## src/rtl/mem_access_requester_pkg.sv

```systemverilog
// Shared widths, state encoding and helpers for the
// memory access requester and its watchdog.
package mem_access_requester_pkg;

  localparam int LEN_MEM_ADDR = 16;
  localparam int LEN_WORD     = 32;
  localparam int LEN_REG_ADDR = 5;

  localparam logic IO_LOAD  = 1'b0;
  localparam logic IO_STORE = 1'b1;

  typedef enum logic [1:0] {
    MAR_IDLE  = 2'd0,
    MAR_ISSUE = 2'd1,
    MAR_WAIT  = 2'd2,
    MAR_DONE  = 2'd3
  } mar_state_e;

  // Loads return memory data; stores complete with zero.
  function automatic logic [LEN_WORD-1:0] capture_data(
    input logic                io,
    input logic [LEN_WORD-1:0] rdata
  );
    return (io == IO_STORE) ? '0 : rdata;
  endfunction

endpackage

```

## src/rtl/mem_access_requester_if.sv

```systemverilog
// Memory-side protocol bundle: order/io/address/data out,
// accepted/accessed/read data back.
interface mem_access_requester_if
  import mem_access_requester_pkg::*;
  ();

  logic                    order;
  logic                    io;
  logic [LEN_MEM_ADDR-1:0] address;
  logic [LEN_WORD-1:0]     o_wdata;
  logic                    accepted;
  logic                    accessed;
  logic [LEN_WORD-1:0]     i_rdata;

  modport master (
    output order, io, address, o_wdata,
    input  accepted, accessed, i_rdata
  );

  modport slave (
    input  order, io, address, o_wdata,
    output accepted, accessed, i_rdata
  );

endinterface

```

## src/rtl/mem_access_requester_access_watchdog.sv

```systemverilog
// Saturating cycle counter that flags expiry after
// TIMEOUT_CYCLES-1 enabled cycles since the last clear.
module access_watchdog #(
  parameter int TIMEOUT_CYCLES = 1024,
  parameter int CNT_W          = 11
) (
  input  logic clk,
  input  logic rstn,
  input  logic clear_i,
  input  logic enable_i,
  output logic expired_o
);

  localparam logic [CNT_W-1:0] LAST =
    CNT_W'(TIMEOUT_CYCLES - 1);

  logic [CNT_W-1:0] cnt_q;
  logic [CNT_W-1:0] cnt_d;

  // Clear wins; otherwise count up and hold at LAST.
  always_comb begin
    cnt_d = cnt_q;
    if (clear_i) begin
      cnt_d = '0;
    end else if (enable_i && (cnt_q != LAST)) begin
      cnt_d = cnt_q + 1'b1;
    end
  end

  // Counter register with synchronous reset.
  always_ff @(posedge clk) begin
    if (!rstn) begin
      cnt_q <= '0;
    end else begin
      cnt_q <= cnt_d;
    end
  end

  assign expired_o = (cnt_q == LAST);

endmodule

```

## src/rtl/mem_access_requester.sv

```systemverilog
// Initiator for the memory access protocol: one load/store
// at a time, watchdog-guarded, result handed to writeback.
module mem_access_requester
  import mem_access_requester_pkg::*;
#(
  parameter int TIMEOUT_CYCLES = 1024,
  parameter int CNT_W          = 11
) (
  input  logic                    clk,
  input  logic                    rstn,
  input  logic                    req_valid_i,
  output logic                    req_ready_o,
  input  logic                    req_store_i,
  input  logic [LEN_MEM_ADDR-1:0] req_addr_i,
  input  logic [LEN_WORD-1:0]     req_data_i,
  input  logic [LEN_REG_ADDR-1:0] req_rd_i,
  mem_access_requester_if.master  mem,
  output logic                    done_valid_o,
  input  logic                    done_ready_i,
  output logic                    done_store_o,
  output logic [LEN_REG_ADDR-1:0] done_rd_o,
  output logic [LEN_WORD-1:0]     done_data_o,
  output logic                    done_err_o,
  output logic                    err_sticky_o
);

  mar_state_e              state_q;
  logic                    order_q;
  logic                    io_q;
  logic [LEN_MEM_ADDR-1:0] addr_q;
  logic [LEN_WORD-1:0]     wdata_q;
  logic                    dvalid_q;
  logic                    dstore_q;
  logic [LEN_REG_ADDR-1:0] drd_q;
  logic [LEN_WORD-1:0]     ddata_q;
  logic                    derr_q;
  logic                    sticky_q;

  logic take;
  logic busy;
  logic expired;

  assign req_ready_o = (state_q == MAR_IDLE) ||
                       ((state_q == MAR_DONE) && done_ready_i);
  assign take = req_valid_i && req_ready_o;
  assign busy = (state_q == MAR_ISSUE) ||
                (state_q == MAR_WAIT);

  access_watchdog #(
    .TIMEOUT_CYCLES(TIMEOUT_CYCLES),
    .CNT_W         (CNT_W)
  ) u_wdog (
    .clk      (clk),
    .rstn     (rstn),
    .clear_i  (take),
    .enable_i (busy),
    .expired_o(expired)
  );

  // Request FSM; every protocol and result output is registered.
  always_ff @(posedge clk) begin
    if (!rstn) begin
      state_q  <= MAR_IDLE;
      order_q  <= 1'b0;
      io_q     <= IO_LOAD;
      addr_q   <= '0;
      wdata_q  <= '0;
      dvalid_q <= 1'b0;
      dstore_q <= 1'b0;
      drd_q    <= '0;
      ddata_q  <= '0;
      derr_q   <= 1'b0;
      sticky_q <= 1'b0;
    end else begin
      unique case (state_q)
        MAR_IDLE: begin
          if (req_valid_i) begin
            io_q    <= req_store_i;
            addr_q  <= req_addr_i;
            wdata_q <= req_data_i;
            drd_q   <= req_rd_i;
            order_q <= 1'b1;
            state_q <= MAR_ISSUE;
          end
        end
        MAR_ISSUE: begin
          if (mem.accepted && mem.accessed) begin
            order_q  <= 1'b0;
            dvalid_q <= 1'b1;
            dstore_q <= io_q;
            ddata_q  <= capture_data(io_q, mem.i_rdata);
            derr_q   <= 1'b0;
            state_q  <= MAR_DONE;
          end else if (expired) begin
            order_q  <= 1'b0;
            dvalid_q <= 1'b1;
            dstore_q <= io_q;
            ddata_q  <= '0;
            derr_q   <= 1'b1;
            sticky_q <= 1'b1;
            state_q  <= MAR_DONE;
          end else if (mem.accepted) begin
            order_q <= 1'b0;
            state_q <= MAR_WAIT;
          end
        end
        MAR_WAIT: begin
          if (mem.accessed) begin
            dvalid_q <= 1'b1;
            dstore_q <= io_q;
            ddata_q  <= capture_data(io_q, mem.i_rdata);
            derr_q   <= 1'b0;
            state_q  <= MAR_DONE;
          end else if (expired) begin
            dvalid_q <= 1'b1;
            dstore_q <= io_q;
            ddata_q  <= '0;
            derr_q   <= 1'b1;
            sticky_q <= 1'b1;
            state_q  <= MAR_DONE;
          end
        end
        MAR_DONE: begin
          if (done_ready_i) begin
            dvalid_q <= 1'b0;
            if (req_valid_i) begin
              io_q    <= req_store_i;
              addr_q  <= req_addr_i;
              wdata_q <= req_data_i;
              drd_q   <= req_rd_i;
              order_q <= 1'b1;
              state_q <= MAR_ISSUE;
            end else begin
              state_q <= MAR_IDLE;
            end
          end
        end
      endcase
    end
  end

  assign mem.order    = order_q;
  assign mem.io       = io_q;
  assign mem.address  = addr_q;
  assign mem.o_wdata  = wdata_q;
  assign done_valid_o = dvalid_q;
  assign done_store_o = dstore_q;
  assign done_rd_o    = drd_q;
  assign done_data_o  = ddata_q;
  assign done_err_o   = derr_q;
  assign err_sticky_o = sticky_q;

endmodule

```

## src/flat_wrapper.sv

```systemverilog
// flat-port wrapper written by rule: the top's interface ports become plain ports
module mem_access_requester_flat import mem_access_requester_pkg::*;
#(
  parameter int TIMEOUT_CYCLES = 1024,
  parameter int CNT_W          = 11
)
  (clk, rstn, req_valid_i, req_ready_o, req_store_i, req_addr_i, req_data_i, req_rd_i, done_valid_o, done_ready_i, done_store_o, done_rd_o, done_data_o, done_err_o, err_sticky_o, mem_order, mem_io, mem_address, mem_o_wdata, mem_accepted, mem_accessed, mem_i_rdata);
  mem_access_requester_if mem_i ();
  input  logic clk;
  input  logic rstn;
  input  logic req_valid_i;
  output logic req_ready_o;
  input  logic req_store_i;
  input  logic [LEN_MEM_ADDR-1:0] req_addr_i;
  input  logic [LEN_WORD-1:0] req_data_i;
  input  logic [LEN_REG_ADDR-1:0] req_rd_i;
  output logic done_valid_o;
  input  logic done_ready_i;
  output logic done_store_o;
  output logic [LEN_REG_ADDR-1:0] done_rd_o;
  output logic [LEN_WORD-1:0] done_data_o;
  output logic done_err_o;
  output logic err_sticky_o;
  output wire logic [$bits(mem_i.order)-1:0] mem_order;
  output wire logic [$bits(mem_i.io)-1:0] mem_io;
  output wire logic [$bits(mem_i.address)-1:0] mem_address;
  output wire logic [$bits(mem_i.o_wdata)-1:0] mem_o_wdata;
  input wire logic [$bits(mem_i.accepted)-1:0] mem_accepted;
  input wire logic [$bits(mem_i.accessed)-1:0] mem_accessed;
  input wire logic [$bits(mem_i.i_rdata)-1:0] mem_i_rdata;
  assign mem_order = mem_i.order;
  assign mem_io = mem_i.io;
  assign mem_address = mem_i.address;
  assign mem_o_wdata = mem_i.o_wdata;
  assign mem_i.accepted = mem_accepted;
  assign mem_i.accessed = mem_accessed;
  assign mem_i.i_rdata = mem_i_rdata;
  mem_access_requester #(.TIMEOUT_CYCLES(TIMEOUT_CYCLES), .CNT_W(CNT_W)) u_core (.clk(clk), .rstn(rstn), .req_valid_i(req_valid_i), .req_ready_o(req_ready_o), .req_store_i(req_store_i), .req_addr_i(req_addr_i), .req_data_i(req_data_i), .req_rd_i(req_rd_i), .mem(mem_i), .done_valid_o(done_valid_o), .done_ready_i(done_ready_i), .done_store_o(done_store_o), .done_rd_o(done_rd_o), .done_data_o(done_data_o), .done_err_o(done_err_o), .err_sticky_o(err_sticky_o));
endmodule
```

## config.mk

```make
export PLATFORM = sky130hd
export DESIGN_NAME = mem_access_requester_flat
export DESIGN_NICKNAME = d
export VERILOG_FILES = /design/src/rtl/mem_access_requester_pkg.sv /design/src/rtl/mem_access_requester_if.sv /design/src/rtl/mem_access_requester_access_watchdog.sv /design/src/rtl/mem_access_requester.sv /design/src/flat_wrapper.sv
export SDC_FILE = /design/constraint.sdc
export NUM_CORES = 1
export LEC_CHECK = 0
export CORE_AREA = 2 2 89 91
export CTS_BUF_LIST = sky130_fd_sc_hd__clkbuf_16
export DETAILED_ROUTE_END_ITERATION = 7
export DIE_AREA = 0 0 91 93
export DONT_BUFFER_PORTS = 1
export PLACE_DENSITY = 0.78
export REMOVE_ABC_BUFFERS = 1
export SKIP_LAST_GASP = 1
export SLEW_MARGIN = 20
export SYNTH_ARGS = -nofsm -noshare
export SYNTH_HDL_FRONTEND = slang
export SYNTH_HIERARCHICAL = 1
export SYNTH_SLANG_ARGS = --single-unit
export TNS_END_PERCENT = 5
```

## constraint.sdc

```tcl
create_clock -name clk -period 1.8 [get_ports clk]
set_clock_uncertainty 0.1 [all_clocks]
set_input_delay 0.36 -clock clk [delete_from_list [all_inputs] [get_ports clk]]
set_output_delay 0.36 -clock clk [all_outputs]
set_load 0.02 [all_outputs]
```

# Word level (Yosys, flattened, before mapping)
# Cells that the tools add are included.
totals:
  reg_bits: 104
  output_inout_bits: 92
  wordCells: 91
  inputBits: 92
op_classes:
  eq_ne: 11
  add_sub_neg: 1
  muxes: 49
  bitwise_logic: 1
  n_reduce_logical: 17
op_table:
  columns: ["cell", "n"]
  rows:
  - ["two-way mux 32 bit", 6]
  - ["case mux 32 bit (2 select lines)", 2]
  - ["two-way mux 16 bit", 2]
  - ["case mux 16 bit (2 select lines)", 1]
  - ["two-way mux 1 bit", 21]
  - ["two-way mux 2 bit", 7]
  - ["adder 11 x 1 -> 11 bit, second input constant", 1]
  - ["equality test 11 x 10 -> 1 bit, second input constant", 1]
  - ["inequality test 11 x 10 -> 1 bit, second input constant", 1]
  - ["two-way mux 5 bit", 2]
  - ["case mux 5 bit (2 select lines)", 1]
  - ["inequality test 2 bit, second input constant", 4]
  - ["case mux 1 bit (2 select lines)", 4]
  - ["case mux 2 bit (4 select lines)", 1]
  - ["case mux 1 bit (3 select lines)", 2]
  - ["AND reduction 3 bit", 2]
  - ["nonzero test 3 bit", 2]
  - ["equality test 2 bit, second input constant", 2]
  - ["logical AND 1 bit", 4]
  - ["inequality test 4 x 3 -> 1 bit, second input constant", 1]
  - ["AND reduction 2 bit", 2]
  - ["AND reduction 4 bit", 1]
  - ["nonzero test 2 bit", 2]
  - ["inequality test 3 x 2 -> 1 bit, second input constant", 1]
  - ["other kinds (5)", 6]

# Longest topological paths before layout
# Gate-level depths: netlist (run 1).
logic_depth:
  depth_word: 5
  depth_mapped: 8
  ltp_nobuf: 7

# By module
# Netlist (run 1), hierarchy kept.
by_module_without_submodules:
  columns: ["mod", "cells_per_inst", "area_per_inst_um2", "seq_area_each_um2", "instances"]
  rows:
  - ["mem_access_requester", 396, 3490.8, 1861.8, 1]
  - ["access_watchdog", 64, 554.3, 220.2, 1]

# Least setup slack after synthesis (run 1)
# No wires, ideal clock.
synth_timing:
  kind: "reg-to-reg"
  startpoint: "register u_core.state_q[0]"
  endpoint: "register u_core.u_wdog.cnt_q[7]"
  setup_time_ns: 0.070
  period_less_slack_ns: 2.005
  t_arrival_ns: 1.835
  required_ns: 1.630
  path_slack_ns: -0.205
  stages_incl_launch_ff: 7
  path_buffers: 0
  path_cell_list: "dfxtp_1 > inv_1 > ha_1 > nand4_1 > or3_1 > or3_1 > a21oi_1"
synth_via:
  elab_cells_between_ends: 10
  classes_between: "eq/ne: 3; reduce/logical: 7"
synth_lines:
  columns: ["element", "line_no", "rtl"]
  rows:
  - ["from (decl)", "mem_access_requester.sv:27", "mar_state_e state_q;"]
  - ["from (signal assigned)", "mem_access_requester.sv:63", "state_q <= MAR_IDLE;"]
  - ["from (signal assigned)", "mem_access_requester.sv:83", "state_q <= MAR_ISSUE;"]
  - ["from (signal assigned)", "mem_access_requester.sv:93", "state_q <= MAR_DONE;"]
  - ["equality test 2 x 1 -> 1 bit or equality test 2 bit (tied branches)", "mem_access_requester.sv:46, mem_access_requester.sv:47", null]
  - ["logical OR 1 bit (*)", "mem_access_requester.sv:46", "assign busy = (state_q == MAR_ISSUE) ||"]
  - ["net u_core.busy", "mem_access_requester.sv:40", "logic busy;"]
  - ["logical AND 1 bit (*)", "mem_access_requester_access_watchdog.sv:25", "end else if (enable_i && (cnt_q != LAST)) begin"]
  - ["to (signal assigned)", "mem_access_requester_access_watchdog.sv:35", "cnt_q <= cnt_d;"]
  - ["to (decl)", "mem_access_requester_access_watchdog.sv:17", "logic [CNT_W-1:0] cnt_q;"]
# Mark *: on every way through the listed nets, which the timed path passes. The rest lies on a longest branch.
# A chain may end at the register's enable or synchronous reset.

# Final worst setup path (run 1)
layout_timing:
  startpoint: "register u_core.u_wdog.cnt_q[1]"
  endpoint: "register u_core.order_q, in the netlist u_core/mem.order"
layout_via:
  elab_chain_len: 4
  elab_cells_between_ends: 6
  classes_between: "eq/ne: 2; mux: 3; reduce/logical: 1"
layout_rtl:
  columns: ["element", "line_no", "rtl"]
  rows:
  - ["equality test 11 x 10 -> 1 bit (*)", "mem_access_requester_access_watchdog.sv:39", "assign expired_o = (cnt_q == LAST);"]
  - ["net u_core.expired", "mem_access_requester.sv:41", "logic expired;"]
  - ["two-way mux 1 bit", "mem_access_requester.sv:94", "end else if (expired) begin"]
  - ["two-way mux 1 bit", "mem_access_requester.sv:87", "if (mem.accepted && mem.accessed) begin"]
  - ["case mux 1 bit (3 select lines)", "mem_access_requester.sv:75", "unique case (state_q)"]
  - ["to (signal assigned)", "mem_access_requester.sv:82", "order_q <= 1'b1;"]
  - ["to (signal assigned)", "mem_access_requester.sv:88", "order_q <= 1'b0;"]
  - ["to (signal assigned)", "mem_access_requester.sv:95", "order_q <= 1'b0;"]
  - ["to (decl)", "mem_access_requester.sv:28", "logic order_q;"]
# Marked as above.

==> summary.md, run 1 <==
The flow ran to the end, but the final reports show violations. The checks that failed: negative setup slack. The worst setup path is captured at a register.

The logs give 0 for the number of antenna violations at the first check in global routing and 0 for the number of routed nets with antenna violations. Clock tree synthesis inserted a total of 9 buffers. For the maximum number of buffers from clock root to sink, the log shows 2. The critical path goes through ha_4 -> nand2_4 -> nor4_4 -> buf_4 -> nor2_1 -> a211oi_2 -> a21oi_1 -> a211oi_1. Maximum clock rate: 525 MHz. Summed over all nets, the half-perimeter wirelength after detailed placement is 6930 um. TritonCTS built the clock tree.

The logs give 8460 sq um for the floorplan die area and 609 for the number of fill cells. The post-synthesis average cell area works out to 8.79 sq um. For the max-slew violation count, the log shows 0. For the effective utilization at floorplan, the log shows 0.537. The floorplan has 32 rows.

Yosys printed 6 warnings. The net count of the finished layout is 593. Setup violations remaining at the end of the flow were counted as 39. The number of enable-type register cells in the synthesized netlist works out to 0. The share of the core filled with cells was 0.658. Broken down by cell family, the worst path's largest delay share belongs to compound AO/OA/AOI/OAI gates.

The final period demand of the worst path came out at 1.90 ns. The share of layout cells above drive strength 1 was 0.237. By startpoint and endpoint, the worst setup path is classified as reg2reg.

The repair_antennas step left the layout with diodes totalling 0. The worst hold path class is in2reg. The share of flip-flops with an asynchronous set or reset after synthesis is 0, and the fraction of the cycle the final worst path needs is 1.06. In this run the horizontal extent of the chip is 91 um. CTS placed an instance of sky130_fd_sc_hd__clkbuf_16 at the clock tree root. The residual DRC count came out at 0. The first element of the critical path was u_core/u_wdog/cnt_q[1]. The number of buffer cells added on primary ports works out to 0. The final-layout worst hold slack is 0.0468 ns, and the number of global-route vias before repair is 3,315. In this run, post-CTS hold repair placed 0 buffers. The routed layout has 3,395 vias. Clock-pin slew was measured on the worst setup and hold paths at 0.07 ns.

In the post-synthesis netlist, the biggest area contributors are sky130_fd_sc_hd__dfxtp_1 (51%), sky130_fd_sc_hd__nand2_1 (11%), sky130_fd_sc_hd__a21oi_1 (6.4%), sky130_fd_sc_hd__a22oi_1 (5.9%), sky130_fd_sc_hd__nor2_1 (3.8%). Maximum single-stage delay on the critical path: 0.35 ns. Along the worst hold path, the cell count comes to 2. The area share of the largest cell type after synthesis works out to 0.515. The tools report the end point of the critical path as u_core/mem.order.

The tools report the distinct cell type count after synthesis as 46. For this block, the initial DRC count from the detailed router was 146. The type of origin of the critical path is a register. The worst hold path begins at req_data_i[21]. Slew at the pin with the worst max-slew slack: 0.540 ns. The end of the worst register-to-register path is u_core/mem.order. After synthesis the netlist holds a flip-flop and latch count of 104.

The logic depth of the worst setup path including buffers is 8, and the wire length after detailed routing is 10,600 um. Using the TritonRoute via totals, the vias-per-cell ratio works out to 5.66. Setup total negative slack on the finished layout was measured at -1.98 ns. VDD sags by at most 0.750 mV. In this run the static leakage power is 1.88 nW.

The clock tree synthesis step divided the H-tree into 3 levels. The highest net fanout along the worst path came out at 5. The relative max-transition margin came out at 0.639. The tool flagged a number of max-cap violations equal to 0.

For the cell area after synthesis, the log shows 4050 sq um. The total clock sinks came out at 104. Power spread over the standard cell area amounts to 1590 nW/um^2. The die extent in y is 93 um. The data arrival time at the worst-slack endpoint was 2.06 ns; the number of cell instances on the worst register-to-register path was 8. The total overflow left after global routing is 0.

The data required time of the worst path came out at 1.95 ns. The buffer and inverter count on the worst path came out at 1. The commonest register cell after synthesis is sky130_fd_sc_hd__dfxtp_1. For the global-route usage over all layers, the log shows 0.239. In the synthesized netlist, the number of instances is 460.

At the end of routability-driven placement, the weighted congestion stood at 0.833. The core region is 7530 sq um. The portion of the post-synthesis area used by sequential elements is 0.515, and the detail-routed net length per standard cell is 17.7 um. The tools report the critical register-to-register path startpoint as u_core/u_wdog/cnt_q[1]. Setup repair after global routing could not meet its margin everywhere. The first global-routing pass estimated 16,000 um of wire.

The tools report the final number of hold-violating endpoints as 0. The largest net degree at the start of global routing is 53, and the total I/O pin count is 184. For the clock latency of the later-clocked register in the worst-skew pair, the log shows 0.33 ns. On the critical path, the stage with the largest delay is an instance of sky130_fd_sc_hd__dfxtp_2.

In this run the register-to-register setup slack is -0.10 ns. The worst path setup slack after routing came out at -0.104 ns. First-pass iteration count of the detailed router: 4.

The synthesized design spends more area on one cell type than any other, namely sky130_fd_sc_hd__dfxtp_1. Compared with the post-synthesis result, the final layout area differs by 22.4%.
## layout by cell type (no fill, tap or decap), types with 5 or more instances in the layout
master                        n
sky130_fd_sc_hd__clkbuf_16    9
sky130_fd_sc_hd__o21ai_0      6
sky130_fd_sc_hd__a21oi_1     50
sky130_fd_sc_hd__ha_1         5
sky130_fd_sc_hd__nor3_1       5
sky130_fd_sc_hd__a22oi_2     12
sky130_fd_sc_hd__dfxtp_2      7
sky130_fd_sc_hd__buf_6        6
sky130_fd_sc_hd__nand2_1    115
sky130_fd_sc_hd__a22oi_1     20
sky130_fd_sc_hd__dfxtp_1     97
sky130_fd_sc_hd__nor2_1      40
sky130_fd_sc_hd__a21oi_2     14
sky130_fd_sc_hd__buf_4       34
sky130_fd_sc_hd__buf_12       7
sky130_fd_sc_hd__a31oi_1      5
sky130_fd_sc_hd__nor2b_1      5
## how the worst min path moves through the flow
| stage | end | slack (ns) |
|---|---|---|
| floorplan | u_core/u_wdog/cnt_q[10] | 0.32 |
| global placement | u_core/u_wdog/cnt_q[10] | 0.33 |
| detailed placement | u_core/u_wdog/cnt_q[10] | 0.35 |
| CTS | u_core/mem.address[6] | 0.04 |
| global route | u_core/mem.address[6] | 0.04 |
| finish | u_core/mem.o_wdata[21] | 0.05 |
## sequential cells by signal (all words and copies together), names as in the netlist
name,cells
u_core/state_q,2
u_core/done_err_o,1
u_core/done_data_o,32
u_core/mem.order,1
u_core/mem.address,16
u_core/u_wdog/cnt_q,11
u_core/mem.o_wdata,32
u_core/done_rd_o,5
u_core/err_sticky_o,1
u_core/mem.io,1
u_core/done_store_o,1
u_core/done_valid_o,1
## layout make-up
type                    instances  area, sq um  share of cell area
clock buffers                   9          225              0.0455
clock inverters                 7         56.3              0.0114
inverters                       6         22.5             0.00455
multi-input cells             323         1910               0.386
flip-flops and latches        104         2090               0.422
well taps                     102          128              0.0258
repair buffers                 49          518               0.105
## power by group
group / switching (mW) / internal, mW / total, mW
clock: 0.865 / 0.952 / 1.82
sequential: 0.733 / 2.72 / 3.45
combinational: 1.40 / 1.21 / 2.61
## stage by stage
step                power, mW  instances  area, sq um  setup WS [ns]
floorplan                4.68        432         3840         -0.726
global placement         5.41        570         4310         -0.236
detailed placement       5.52        570         4310         -0.424
CTS                      7.80        598         4860        -0.0945
global route             8.28        600         4950         -0.206
finish                   7.87        600         4950         -0.104
## cells in the mapped netlist, types with 2 or more instances
master                     number
sky130_fd_sc_hd__a211oi_1       2
sky130_fd_sc_hd__a21o_1         3
sky130_fd_sc_hd__a21oi_1       52
sky130_fd_sc_hd__a21oi_2       12
sky130_fd_sc_hd__a22oi_1       32
sky130_fd_sc_hd__a31oi_1        5
sky130_fd_sc_hd__and3_1         2
sky130_fd_sc_hd__buf_2          9
sky130_fd_sc_hd__buf_4          3
sky130_fd_sc_hd__buf_8          5
sky130_fd_sc_hd__clkbuf_1       9
sky130_fd_sc_hd__dfxtp_1      104
sky130_fd_sc_hd__ha_1           8
sky130_fd_sc_hd__inv_1          6
sky130_fd_sc_hd__nand2_1      116
sky130_fd_sc_hd__nand2b_1       2
sky130_fd_sc_hd__nand3_1        5
sky130_fd_sc_hd__nand4_1        2
sky130_fd_sc_hd__nor2_1        41
sky130_fd_sc_hd__nor2b_1        5
sky130_fd_sc_hd__nor3_1         5
sky130_fd_sc_hd__o21ai_0        6
sky130_fd_sc_hd__or3_1          3
## routing by layer
metal | vias up | routed length [um] | global-route usage
met5 | - | 0 | 0
met4 | 0 | 198 | 0.0909
met1 | 1566 | 4090 | 0.261
li1 | 1636 | - | -
met3 | 16 | 1050 | 0.0894
met2 | 177 | 5280 | 0.424
## what timing repair did
item | CTS | global route
pin swaps | 10 | 22
setup endpoints to repair | 39 | 82
cloned | 5 | 0
resized for setup | 27 | 22
setup buffers | 8 | 4
## logic make-up after synthesis
group           after synthesis  synth area share
simple gates                188             0.196
compound gates              122             0.199
flops                       104             0.515
xor+xnor                      2           0.00433
buf+inv                      34            0.0551
fa+ha+maj                     8            0.0247
mux                           2           0.00619
Power figures use the tool's default switching activity.
==> inputs of run 2 (changes only) <==
- ABC_AREA: default -> 1
- CORE_AREA: 2 2 89 91 -> 2 2 97 99
- CTS_CLUSTER_SIZE: default -> 12
- DIE_AREA: 0 0 91 93 -> 0 0 99 101
- PLACE_DENSITY: 0.78 -> 0.77
==> summary.md, run 2 <==
The number of maximum-capacitance constraint violations came out at 0. The relative max-transition margin was 0.699. The run gives 3 as the H-tree depth.

The maximum single-stage delay on the critical path came out at 0.33 ns. After the first detailed-routing iteration, the DRC count stood at 196. The area overhead of the layout relative to synthesis works out to 11.4%. First-pass iteration count of the detailed router: 5. Number of global-route vias before repair: 3,949. Sorting the synthesized cells by area gives the leading types as sky130_fd_sc_hd__dfxtp_1 (44%), sky130_fd_sc_hd__o21ai_0 (11%), sky130_fd_sc_hd__inv_1 (11%), sky130_fd_sc_hd__a21oi_1 (9.8%), sky130_fd_sc_hd__nand2_1 (7.8%).

The overall overflow remaining after global route was 0. The logs give 0.223 for the global-route usage over all layers and -0.0426 ns for the post-place setup slack. Setup repair after global routing could not meet its margin everywhere. The worst setup path is launched from a register.

The net count of the finished layout is 776. The die is 99 um wide. The slew at the pin with the worst max-slew slack is 0.451 ns. The mapped netlist covers 4780 sq um. The final period demand of the worst path was 1.73 ns.

The run gives 12,200 um as the wire length after detailed routing. Grouping stages by cell kind, the critical path spends the most delay in flip-flops. In the synthesized netlist the dominant register cell turns out to be sky130_fd_sc_hd__dfxtp_1.

The die is 101 um tall. Ranked by instance count, the synthesized netlist is headed by sky130_fd_sc_hd__inv_1 (141), sky130_fd_sc_hd__o21ai_0 (108), sky130_fd_sc_hd__dfxtp_1 (104). The worst path setup slack after routing came out at 0.0670 ns. Once detailed placement completed, the half-perimeter wirelength came to 8170 um. Final hold analysis gives a worst-case slack of 0.0534 ns.

The power density relative to cell area came out at 1770 nW/um^2. Number of enable-type register cells in the synthesized netlist: 0. Counting every instance in the synthesized netlist gives 680. The floorplan has 35 rows. For the final-report setup violation count, the log shows 0. Dividing the detail-routed wire length by the instance count gives 15.4 um. For the sequential cell fraction of total power, the log shows 0.419. The most numerous cell type found on the critical path is sky130_fd_sc_hd__nand2_1. For the max-slew violation count, the log shows 0. The data required time of the worst path is 1.34 ns. Distinct cell type count after synthesis: 30.

For the maximum clock rate, the log shows 577 MHz. Among all stages on the critical path, the largest delay is contributed by sky130_fd_sc_hd__dfxtp_1. The path class of the tightest hold or removal check is in2reg.

Pin placement for this block handled 184 I/O pins. After clock tree synthesis, the clock-pin slew on the worst setup and hold paths is 0.07 ns. The die covers 10000 sq um. The area share of the largest cell type after synthesis works out to 0.435. Critical path capture point type: a primary output. Class of the most critical setup path: reg2out. The run gives 9.43 mW as the final total power. Once layout is complete, the cells apart from fillers number 791. The first global-routing pass estimated 18,300 um of wire.

The combinational power share was 0.384. For the portion of the post-synthesis area used by sequential elements, the log shows 0.435. The analysis attributes to net switching a power of 4.24 mW. The fraction of the cycle the final worst path needs is 0.963. The run gives 1.27 ns as the data arrival time at the worst-slack endpoint. The run gives 0.197 as the part of the total power dissipated in the clock network.

In this run the worst path has a maximum fanout of 4. Routability-driven placement finished with a final weighted congestion of 0.822. The effective utilization at floorplan was 0.533.

The run gives 773 as the number of cells in the design after placement. The top cell types in the final layout, fill and taps aside, are sky130_fd_sc_hd__inv_1 (139), sky130_fd_sc_hd__dfxtp_1 (103), sky130_fd_sc_hd__nand2_1 (98), sky130_fd_sc_hd__a21oi_1 (94), sky130_fd_sc_hd__o21ai_0 (94). The run gives 0 as the residual DRC count. TritonCTS built the clock tree. The share of layout cells above drive strength 1 is 0.0985, and the static leakage power is 2.12 nW. Entering global routing, the biggest net connects 109 pins.

For this run, the number of Yosys warnings is 6. In the post-synthesis netlist, the cell with the most instances is sky130_fd_sc_hd__inv_1. Buffers placed on the I/O ports in this run total 0. The run gives 9 as the number of CTS-inserted buffers. Summing over every cut layer, the via total after detailed routing is 4,267. The number of routed nets with antenna violations was 0. Maximum ir drop on the vdd rail: 1.03 mV.

The clock latency of the later-clocked register in the worst-skew pair was 0.33 ns. For the maximum number of buffers from clock root to sink, the log shows 2. The clock net in this run drives a total of 104 sinks.

sky130_fd_sc_hd__dfxtp_1 takes more of the synthesized area than any other cell. In this run the mean area of a mapped cell was 7.03 sq um. The buffer and inverter count on the worst path works out to 1.

Synthesis inferred 104 register bits. The net switching fraction of the power was 0.449. The internal portion of total power came out at 5.20 mW. For the number of antenna diodes, the log shows 0. The flow ran to the end, and the final reports show no timing, DRC or antenna violations. Share of flip-flops with an asynchronous set or reset after synthesis: 0.

The number of antenna violations at the first check in global routing came out at 0. In the routed layout, each cell is associated on average with a via count of 5.39. The placeable core area came out at 8980 sq um.

Leading cell type in the layout, fill and taps excluded: sky130_fd_sc_hd__inv_1. The final number of hold-violating endpoints came out at 0. The critical path goes through buf_4 -> ha_2 -> nand2_1 -> nand2_1. In this run the clock root is driven by a sky130_fd_sc_hd__clkbuf_16.
-- run 2: cell types whose count changed after synthesis, moves of 8 or more --
cell and change:
sky130_fd_sc_hd__nor2_1 -11, sky130_fd_sc_hd__a22oi_1 -32, sky130_fd_sc_hd__nand3_1 +9, sky130_fd_sc_hd__inv_1 +135
sky130_fd_sc_hd__o21ai_1 +12, sky130_fd_sc_hd__a21oi_1 +42, sky130_fd_sc_hd__nand2_1 -17, sky130_fd_sc_hd__a21oi_2 -8
sky130_fd_sc_hd__o21ai_0 +102
-- run 2: cell families (layout without fill, tap and decap cells) --
group / after synthesis / count (layout) / synth area share
AOI/OAI and AO/OA: 223 / 223 / 0.239
buffers and inverters: 182 / 182 / 0.155
and+or+nand+nor: 162 / 162 / 0.148
DFF: 104 / 104 / 0.435
adders and majority gates: 8 / 8 / 0.0209
xor gates and xnor gates: 1 / 1 / 0.00183
-- run 2: worst register-to-register path: stages, from the launching register on --
cell and delay, ns:
sky130_fd_sc_hd__dfxtp_1 0.33, sky130_fd_sc_hd__buf_4 0.13, sky130_fd_sc_hd__ha_2 0.21, sky130_fd_sc_hd__buf_4 0.13
sky130_fd_sc_hd__inv_2 0.03, sky130_fd_sc_hd__nand2_1 0.10, sky130_fd_sc_hd__nand3_4 0.12, sky130_fd_sc_hd__buf_12 0.20
sky130_fd_sc_hd__o21ai_0 0.21, sky130_fd_sc_hd__a21oi_1 0.06
-- run 2: layer usage --
metal / GRT usage / part of all wire / up-vias
met5: 0 / 0 / -
met4: 0.0664 / 0.012 / 0
met3: 0.0728 / 0.086 / 12
met2: 0.407 / 0.52 / 167
met1: 0.246 / 0.38 / 1971
li1: - / - / 2117
-- run 2: timing repair --
action                                  CTS  global route
cloned                                    0             2
hold buffers                              0             0
setup buffers                             0             1
resized for setup                         1            23
pin swaps                                 0             2
endpoints found under the setup margin   20           101
-- run 2: path summary, 6_finish.rpt --
check,startpoint,depth (start not counted),slack (ns),to
setup / recovery,u_core/state_q[1],4,0.07,req_ready_o
hold / removal,rstn,2,0.05,u_core/mem.order
setup reg to reg,u_core/state_q[1],9,0.07,u_core/mem.o_wdata[24]
hold reg to reg,u_core/u_wdog/cnt_q[10],2,0.40,u_core/u_wdog/cnt_q[10]
-- run 2: layout make-up --
type	count	area [sq um]
sequential	104	2080
tap	111	139
timing repair buffer	22	288
fill	815	3650
clock inverter	6	51.3
inverter	145	544
clock buffer	9	225
multi-input combinational	394	1990
-- run 2: metrics by stage --
step           instance area (sq um)  TNS [ns]   util
2_1_floorplan                   4590    -52.35      -
3_3_place_gp                    4940         0  0.551
3_5_place_dp                    4940    -0.113  0.551
4_1_cts                         5220    -0.253  0.581
5_1_grt                         5330    -0.298  0.593
6_report                        5330         0  0.593
-- run 2: power groups by stage --
stage | clock, mW | combinational [mW] | sequential (mW)
after floorplan | 0 | 2.21 | 3.88
after global placement | 0 | 3.09 | 3.99
after detailed placement | 0 | 3.27 | 4.01
after CTS | 1.89 | 3.28 | 3.97
after global routing | 1.98 | 4.06 | 4.04
final | 1.86 | 3.62 | 3.96
